## config.mk

```make
export PLATFORM = sky130hd
export DESIGN_NAME = layer_config_master
export DESIGN_NICKNAME = d
export VERILOG_FILES = /design/src/rtl/layer_ctrl_pkg.sv /design/src/rtl/avm_wait_timer.sv /design/src/rtl/layer_config_master.sv
export SDC_FILE = /design/constraint.sdc
export NUM_CORES = 1
export LEC_CHECK = 0
export ABC_AREA = 1
export CAP_MARGIN = 0
export CORE_ASPECT_RATIO = 0.7
export CORE_MARGIN = 2
export CORE_UTILIZATION = 40
export CTS_CLUSTER_SIZE = 30
export DETAILED_ROUTE_END_ITERATION = 12
export PLACE_DENSITY = 0.82
export REMOVE_ABC_BUFFERS = 1
export SYNTH_ARGS = -nofsm -noshare
export SYNTH_HDL_FRONTEND = slang
export SYNTH_SLANG_ARGS = --single-unit
```

## constraint.sdc

```tcl
create_clock -name clk -period 2.3 [get_ports clk]
set_clock_uncertainty 0.2 [all_clocks]
set_input_delay 0.345 -clock clk [delete_from_list [all_inputs] [get_ports clk]]
set_output_delay 0.345 -clock clk [all_outputs]
set_load 0.05 [all_outputs]
```

## src/rtl/layer_ctrl_pkg.sv

```systemverilog
// -----------------------------------------------------------------------------
// layer_ctrl_pkg
// Shared definitions for the neuron layer configuration master:
//   - Avalon-MM data/address width
//   - default slave map (base address of neuron 0, byte stride between slaves)
//   - FSM state encoding
//   - helper to build the nInputs field mask for a given field width
// -----------------------------------------------------------------------------
package layer_ctrl_pkg;

  localparam int AVM_DATA_W = 32;
  localparam int ERR_IDX_W  = 4;

  localparam logic [AVM_DATA_W-1:0] DEFAULT_BASE_ADDR = 32'h0000_0000;
  localparam logic [AVM_DATA_W-1:0] DEFAULT_STRIDE    = 32'h0000_0010;

  // Explicit encodings keep the state values stable for anyone probing the
  // register in a waveform or older netlist-level tests.
  typedef enum logic [2:0] {
    ST_IDLE  = 3'd0,
    ST_WRITE = 3'd1,
    ST_READ  = 3'd2,
    ST_CHECK = 3'd3,
    ST_DONE  = 3'd4
  } state_t;

  // Mask with the low 'width' bits set; bits above it are the ones a slave
  // must return as zero on readback.
  function automatic logic [AVM_DATA_W-1:0] field_mask(input int width);
    logic [AVM_DATA_W-1:0] m;
    m = '0;
    for (int b = 0; b < AVM_DATA_W; b++) begin
      if (b < width) m[b] = 1'b1;
    end
    return m;
  endfunction

endpackage

```

## src/rtl/avm_wait_timer.sv

```systemverilog
// -----------------------------------------------------------------------------
// avm_wait_timer
// Counts stalled cycles of one Avalon-MM transfer and flags when the transfer
// has been stalled for TIMEOUT cycles.
// Ports:
//   clk     - clock, rising edge
//   reset   - synchronous active-high reset
//   clear   - restart the count (driven whenever no transfer is in progress or
//             the current one is finishing, so each new transfer starts at 0)
//   stall   - strobe is high and waitrequest is high this cycle
//   expired - this cycle is the TIMEOUT-th consecutive stalled cycle; the
//             owner must give up on the transfer at the end of it
// -----------------------------------------------------------------------------
module avm_wait_timer
  import layer_ctrl_pkg::*;
#(
  parameter int TIMEOUT = 255
) (
  input  logic clk,
  input  logic reset,
  input  logic clear,
  input  logic stall,
  output logic expired
);

  // Count holds the number of stalled cycles already seen (0..TIMEOUT-1).
  localparam int CNT_W = (TIMEOUT < 2) ? 1 : $clog2(TIMEOUT);
  localparam logic [CNT_W-1:0] LAST = CNT_W'(TIMEOUT - 1);

  logic [CNT_W-1:0] r_count;

  always_ff @(posedge clk) begin
    if (reset || clear) begin
      r_count <= '0;
    end else if (stall && (r_count != LAST)) begin
      r_count <= r_count + 1'b1;
    end
  end

  // Expires on the stalled cycle that brings the total to TIMEOUT, so the
  // strobe is held for exactly TIMEOUT stalled cycles before being dropped.
  assign expired = stall && (r_count == LAST);

endmodule

```

## src/rtl/layer_config_master.sv

```systemverilog
// -----------------------------------------------------------------------------
// layer_config_master
// Programs the nInputs register of NUM_NEURONS neuron slaves over Avalon-MM and
// reads each one back to verify it. One start request writes every neuron in
// order (write, read back, compare), then pulses done.
//
// Ports:
//   clk, reset            - clock and synchronous active-high reset
//   start                 - 1-cycle request; ignored while busy
//   cfg_ninputs           - neuron i value in [i*VAL_W +: VAL_W], latched at start
//   avm_address           - byte address BASE_ADDR + index*STRIDE during transfers
//   avm_write / avm_read  - mutually exclusive strobes
//   avm_writedata         - neuron value zero-extended to 32 bits
//   avm_readdata          - readback, valid when avm_read & !avm_waitrequest
//   avm_waitrequest       - fabric stall
//   busy                  - high in every state except IDLE
//   done                  - 1-cycle pulse at the end of a run
//   error / err_index     - first failing neuron (mismatch or timeout), held
//                           until the next accepted start
// -----------------------------------------------------------------------------
module layer_config_master
  import layer_ctrl_pkg::*;
#(
  parameter int                    NUM_NEURONS = 4,
  parameter int                    VAL_W       = 3,
  parameter logic [AVM_DATA_W-1:0] BASE_ADDR   = DEFAULT_BASE_ADDR,
  parameter logic [AVM_DATA_W-1:0] STRIDE      = DEFAULT_STRIDE,
  parameter int                    TIMEOUT     = 255
) (
  input  logic                         clk,
  input  logic                         reset,
  input  logic                         start,
  input  logic [NUM_NEURONS*VAL_W-1:0] cfg_ninputs,
  output logic [AVM_DATA_W-1:0]        avm_address,
  output logic                         avm_write,
  output logic                         avm_read,
  output logic [AVM_DATA_W-1:0]        avm_writedata,
  input  logic [AVM_DATA_W-1:0]        avm_readdata,
  input  logic                         avm_waitrequest,
  output logic                         busy,
  output logic                         done,
  output logic                         error,
  output logic [ERR_IDX_W-1:0]         err_index
);

  localparam int                    CFG_W      = NUM_NEURONS * VAL_W;
  localparam logic [ERR_IDX_W-1:0]  LAST_IDX   = ERR_IDX_W'(NUM_NEURONS - 1);
  localparam logic [AVM_DATA_W-1:0] FIELD_MASK = field_mask(VAL_W);

  state_t               r_state;
  logic [CFG_W-1:0]     r_cfg;
  logic [ERR_IDX_W-1:0] r_index;
  logic                 r_error;
  logic [ERR_IDX_W-1:0] r_err_index;

  // Readback captured in READ, judged in CHECK.
  logic [VAL_W-1:0]     r_cap_field;
  logic                 r_cap_upper;
  logic                 r_cap_timeout;

  logic [VAL_W-1:0]      w_val;
  logic [AVM_DATA_W-1:0] w_slot_addr;
  logic                  w_in_xfer;
  logic                  w_stall;
  logic                  w_expired;
  logic                  w_xfer_end;
  logic                  w_clear;
  logic                  w_mismatch;
  logic                  w_rd_upper;

  assign w_val       = r_cfg[r_index*VAL_W +: VAL_W];
  assign w_slot_addr = BASE_ADDR + (AVM_DATA_W'(r_index) * STRIDE);

  assign w_in_xfer  = (r_state == ST_WRITE) || (r_state == ST_READ);
  assign w_stall    = w_in_xfer && avm_waitrequest;
  // A transfer ends when the fabric accepts it or when we give up on it.
  assign w_xfer_end = w_in_xfer && (!avm_waitrequest || w_expired);
  // Holding clear outside transfers and on the final cycle of each one means
  // the next WRITE or READ always starts with a zero count.
  assign w_clear    = !w_in_xfer || w_xfer_end;

  // Any readback bit above the field is a slave fault.
  assign w_rd_upper = |(avm_readdata & ~FIELD_MASK);

  // A read that timed out has no trustworthy data and counts as a mismatch.
  assign w_mismatch = r_cap_timeout || r_cap_upper || (r_cap_field != w_val);

  avm_wait_timer #(
    .TIMEOUT (TIMEOUT)
  ) u_wait_timer (
    .clk     (clk),
    .reset   (reset),
    .clear   (w_clear),
    .stall   (w_stall),
    .expired (w_expired)
  );

  always_ff @(posedge clk) begin
    if (reset) begin
      r_state       <= ST_IDLE;
      r_cfg         <= '0;
      r_index       <= '0;
      r_error       <= 1'b0;
      r_err_index   <= '0;
      r_cap_field   <= '0;
      r_cap_upper   <= 1'b0;
      r_cap_timeout <= 1'b0;
    end else begin
      unique case (r_state)
        ST_IDLE: begin
          if (start) begin
            r_cfg       <= cfg_ninputs;
            r_index     <= '0;
            r_error     <= 1'b0;
            r_err_index <= '0;
            r_state     <= ST_WRITE;
          end
        end

        ST_WRITE: begin
          if (!avm_waitrequest) begin
            r_state <= ST_READ;
          end else if (w_expired) begin
            // Give up on the write but still read back, as if it completed.
            if (!r_error) begin
              r_error     <= 1'b1;
              r_err_index <= r_index;
            end
            r_state <= ST_READ;
          end
        end

        ST_READ: begin
          if (!avm_waitrequest) begin
            r_cap_field   <= avm_readdata[VAL_W-1:0];
            r_cap_upper   <= w_rd_upper;
            r_cap_timeout <= 1'b0;
            r_state       <= ST_CHECK;
          end else if (w_expired) begin
            r_cap_field   <= '0;
            r_cap_upper   <= 1'b0;
            r_cap_timeout <= 1'b1;
            r_state       <= ST_CHECK;
          end
        end

        ST_CHECK: begin
          // Only the first failing neuron is recorded; the run always continues.
          if (w_mismatch && !r_error) begin
            r_error     <= 1'b1;
            r_err_index <= r_index;
          end
          if (r_index == LAST_IDX) begin
            r_state <= ST_DONE;
          end else begin
            r_index <= r_index + 1'b1;
            r_state <= ST_WRITE;
          end
        end

        ST_DONE: begin
          r_state <= ST_IDLE;
        end

        default: begin
          r_state <= ST_IDLE;
        end
      endcase
    end
  end

  // Outputs decode straight from state so the strobes can never overlap and
  // everything reads zero while idle.
  assign avm_write     = (r_state == ST_WRITE);
  assign avm_read      = (r_state == ST_READ);
  assign avm_address   = w_in_xfer ? w_slot_addr : '0;
  assign avm_writedata = (r_state == ST_WRITE) ? AVM_DATA_W'(w_val) : '0;
  assign busy          = (r_state != ST_IDLE);
  assign done          = (r_state == ST_DONE);
  assign error         = r_error;
  assign err_index     = r_err_index;

endmodule

```

==> results.py <==
metrics = {
    "status": {
        "status": "finished, final reports clean",
    },
    "route": {
        "vias": 2041,
        "drt_iter0_markers": 59,
        "drtPass1Iterations": 4,
        "post-route-drc-count": 0,
        "routed_wl_mm": 5.057,
        "wl_per_cell_um": 10.78,
        "antenna_left": 0,
        "avgViaCountPerCell": 4.352,
    },
    "timing": {
        "clock.fmax_ghz": 0.4507,
        "period_needed_ns": 2.219,
        "setup-violations-final": 0,
        "hold_ws_ns": 0.2604,
        "finalHoldViolations": 0,
        "fin_ws_ns": 0.08113,
        "final-max-slew-violation-count": 0,
        "rsz0062_at_grt": "yes",
        "totalNegativeSetupSlack_ns": 0,
        "fin_crit_sh": 0.9647,
    },
    "yosys": {
        "yosysTopAreaCellShare": 0.3246,
        "synth-async-reset-ratio": 0,
        "syn_area_per_cell_um2": 6.958,
        "yosys_register_bits": 37,
        "synthCells": 328,
        "synthDistinctLibCells": 28,
        "yosys_warnings": 0,
        "synthFlopType": "dfxtp_1",
        "ys_top_cells_by_area": "dfxtp_1 32%, buf_4 19%, nand2_1 10%",
        "synth-edff-count": 0,
        "synth_seq_area_share": 0.3246,
        "synth_area_leader_cell": "dfxtp_1",
        "syn-cell-area_mm2": 0.002282,
    },
    "floorplan": {
        "initial_core_util": 0.4252,
        "core_area_mm2": 0.005368,
        "die_w_um": 94.28,
        "die_h_um": 67.20,
        "ioPinCount": 121,
        "rows": 22,
        "die_area_mm2": 0.006335,
    },
    "critical_path": {
        "crit_fanout": 6,
        "r2r_slack_ns": 0.35,
        "cp-endpoint": "avm_address[6]",
        "r2r_end": "err_index[3]",
        "start_kind": "flop",
        "cp-end-kind": "output port",
        "path_class": "flop to output port",
        "worstPathRequired_ns": 1.75,
        "worstSetupStartpoint": "r_state[0]",
        "r2r-start": "r_index[0]",
        "rr_worst_depth": 13,
        "arrival_ns": 1.67,
    },
    "place": {
        "place_congestion": 0.8497,
        "placedCellCount": 461,
        "place_ws_ns": 0.2061,
        "dp_hpwl_mm": 4.081,
        "numPortBuffers": 63,
    },
    "power_and_ir_drop": {
        "power.density_mw_per_mm2": 964.1,
        "p_leak_nw": 1.289,
        "total_power_w": 0.002851,
        "ir_drop_mv": 0.3037,
    },
    "global_routing": {
        "antenna_found_initial": 0,
        "grt-ovfl-total": 0,
        "grt_use_total": 0.1621,
        "grt_pass1_wl_mm": 7.948,
        "grt_max_degree": 27,
        "grt_pass1_vias": 1809,
    },
    "worst_hold_path": {
        "hp-class": "flop to flop",
        "min_path_cells": 2,
    },
    "clocking": {
        "cts_tree": "built",
        "clock_latency_ns": 0.29,
        "cts_root_buf": "clkbuf_8",
        "clk_pin_slew_ns": 0.07,
        "cts.sinks": 37,
        "holdBufCountCts": 0,
        "cts_max_level": 2,
        "cts_buffer_depth": 2,
        "cts_buffers": 5,
    },
    "cells_and_area": {
        "layout-drive-gt1-share": 0.1234,
        "area_delta_synth_final_pct": 29.55,
        "final_cells": 469,
        "num_antenna_cells": 0,
        "nets": 447,
    },
    "run": {
        "cap_violations": 0,
    },
}
Yosys cell counts (2+ instances only):
cell	number
nand2_1	61
nor4_1	7
inv_1	31
xor2_1	5
o21ai_0	14
nor2_4	2
nand4_1	8
ha_1	3
dfxtp_1	37
xnor2_1	2
nand3_1	14
buf_4	58
a21oi_1	24
nor3_1	4
clkbuf_1	4
nor2_1	33
inv_2	9
nor2_2	2
per-stage QoR:
step / instance area, µm² / utilization
3_5_place_dp: 2855 / 0.5319
3_3_place_gp: 2855 / 0.5319
4_1_cts: 2952 / 0.5499
2_1_floorplan: 2042 / -
6_report: 2957 / 0.5508
5_1_grt: 2957 / 0.5508
flip-flops by register name (all words and copies together), names as in the netlist:
register and cells:
error 1, err_index 4, r_index 4, r_cap_upper 1, r_cfg 12, r_cap_field 3
r_state 3, u_wait_timer.r_count 8, r_cap_timeout 1
cell families after synthesis:
family | Yosys count | share of synthesized area
adder cells (fa/ha/maj) | 3 | 0.01645
other | 1 | 0.001643
buffers and inverters | 102 | 0.2632
XOR/XNOR | 7 | 0.02686
AO/OA/AOI/OAI | 42 | 0.09650
AND/OR/NAND/NOR | 136 | 0.2708
flip-flops | 37 | 0.3246
placed cells by master (no fill, tap or decap), drive strengths merged:
| master | n |
|---|---|
| inv | 40 |
| a21oi | 25 |
| nand4 | 9 |
| nor3 | 5 |
| nor2 | 37 |
| clkinvlp | 1 |
| o21a | 1 |
| nand2 | 61 |
| buf | 14 |
| nand3 | 15 |
| o21ai | 15 |
| clkbuf | 5 |
| clkinv | 2 |
| xor2 | 5 |
| ha | 3 |
| or2 | 1 |
| xnor2 | 2 |
| conb | 57 |
| dlygate4sd2 | 1 |
| nand3b | 1 |
| clkdlybuf4s50 | 52 |
| o31ai | 1 |
| dfxtp | 37 |
| nor4 | 7 |
worst max-delay path: stages, from the launching register on:
cell	delay, ns
dfxtp_2	0.38
inv_2	0.05
nor2_4	0.15
inv_2	0.08
nor2_4	0.13
inv_2	0.09
nand2_2	0.11
inv_2	0.08
nor2_2	0.17
buf_12	0.15
repair_timing:
action                                  CTS  global route
resized for setup                         7             3
endpoints found under the setup margin    5             7
buffers inserted                          0             0
pin swaps                                 1             0
how the worst min path moves through the flow:
stage	startpoint	endpoint	slack (ns)
final	r_cfg[10]	r_cfg[10]	0.26
after global routing	r_cfg[1]	r_cfg[1]	0.28
after CTS	r_cfg[9]	r_cfg[9]	0.26
after detailed placement	r_cfg[9]	r_cfg[9]	0.25
after global placement	r_cfg[7]	r_cfg[7]	0.24
after floorplan	reset	r_cap_field[0]	0.21
layer usage:
metal	global-route usage	vias up	routed length, µm
met5	0	-	0
met4	0.04710	0	42
met3	0.06250	6	492
met2	0.2473	84	2261
met1	0.2148	880	2260
li1	-	1071	-
layout make-up:
type | count | area [µm²]
inverters | 40 | 150.1
multi-input cells | 245 | 1164
clock inverters | 3 | 17.52
clock buffers | 5 | 68.82
flip-flops and latches | 37 | 744.5
repair buffers | 67 | 721.9
fillers | 521 | 2411
well taps | 72 | 90.09
where the power goes:
group          internal (W)  leakage, nW  switching, W  total [W]
registers          0.000771        0.303     0.0000690   0.000840
logic              0.000481        0.941       0.00109    0.00157
clock network      0.000209       0.0439      0.000234   0.000442
Note: power is estimated with default switching activity, not from simulation.
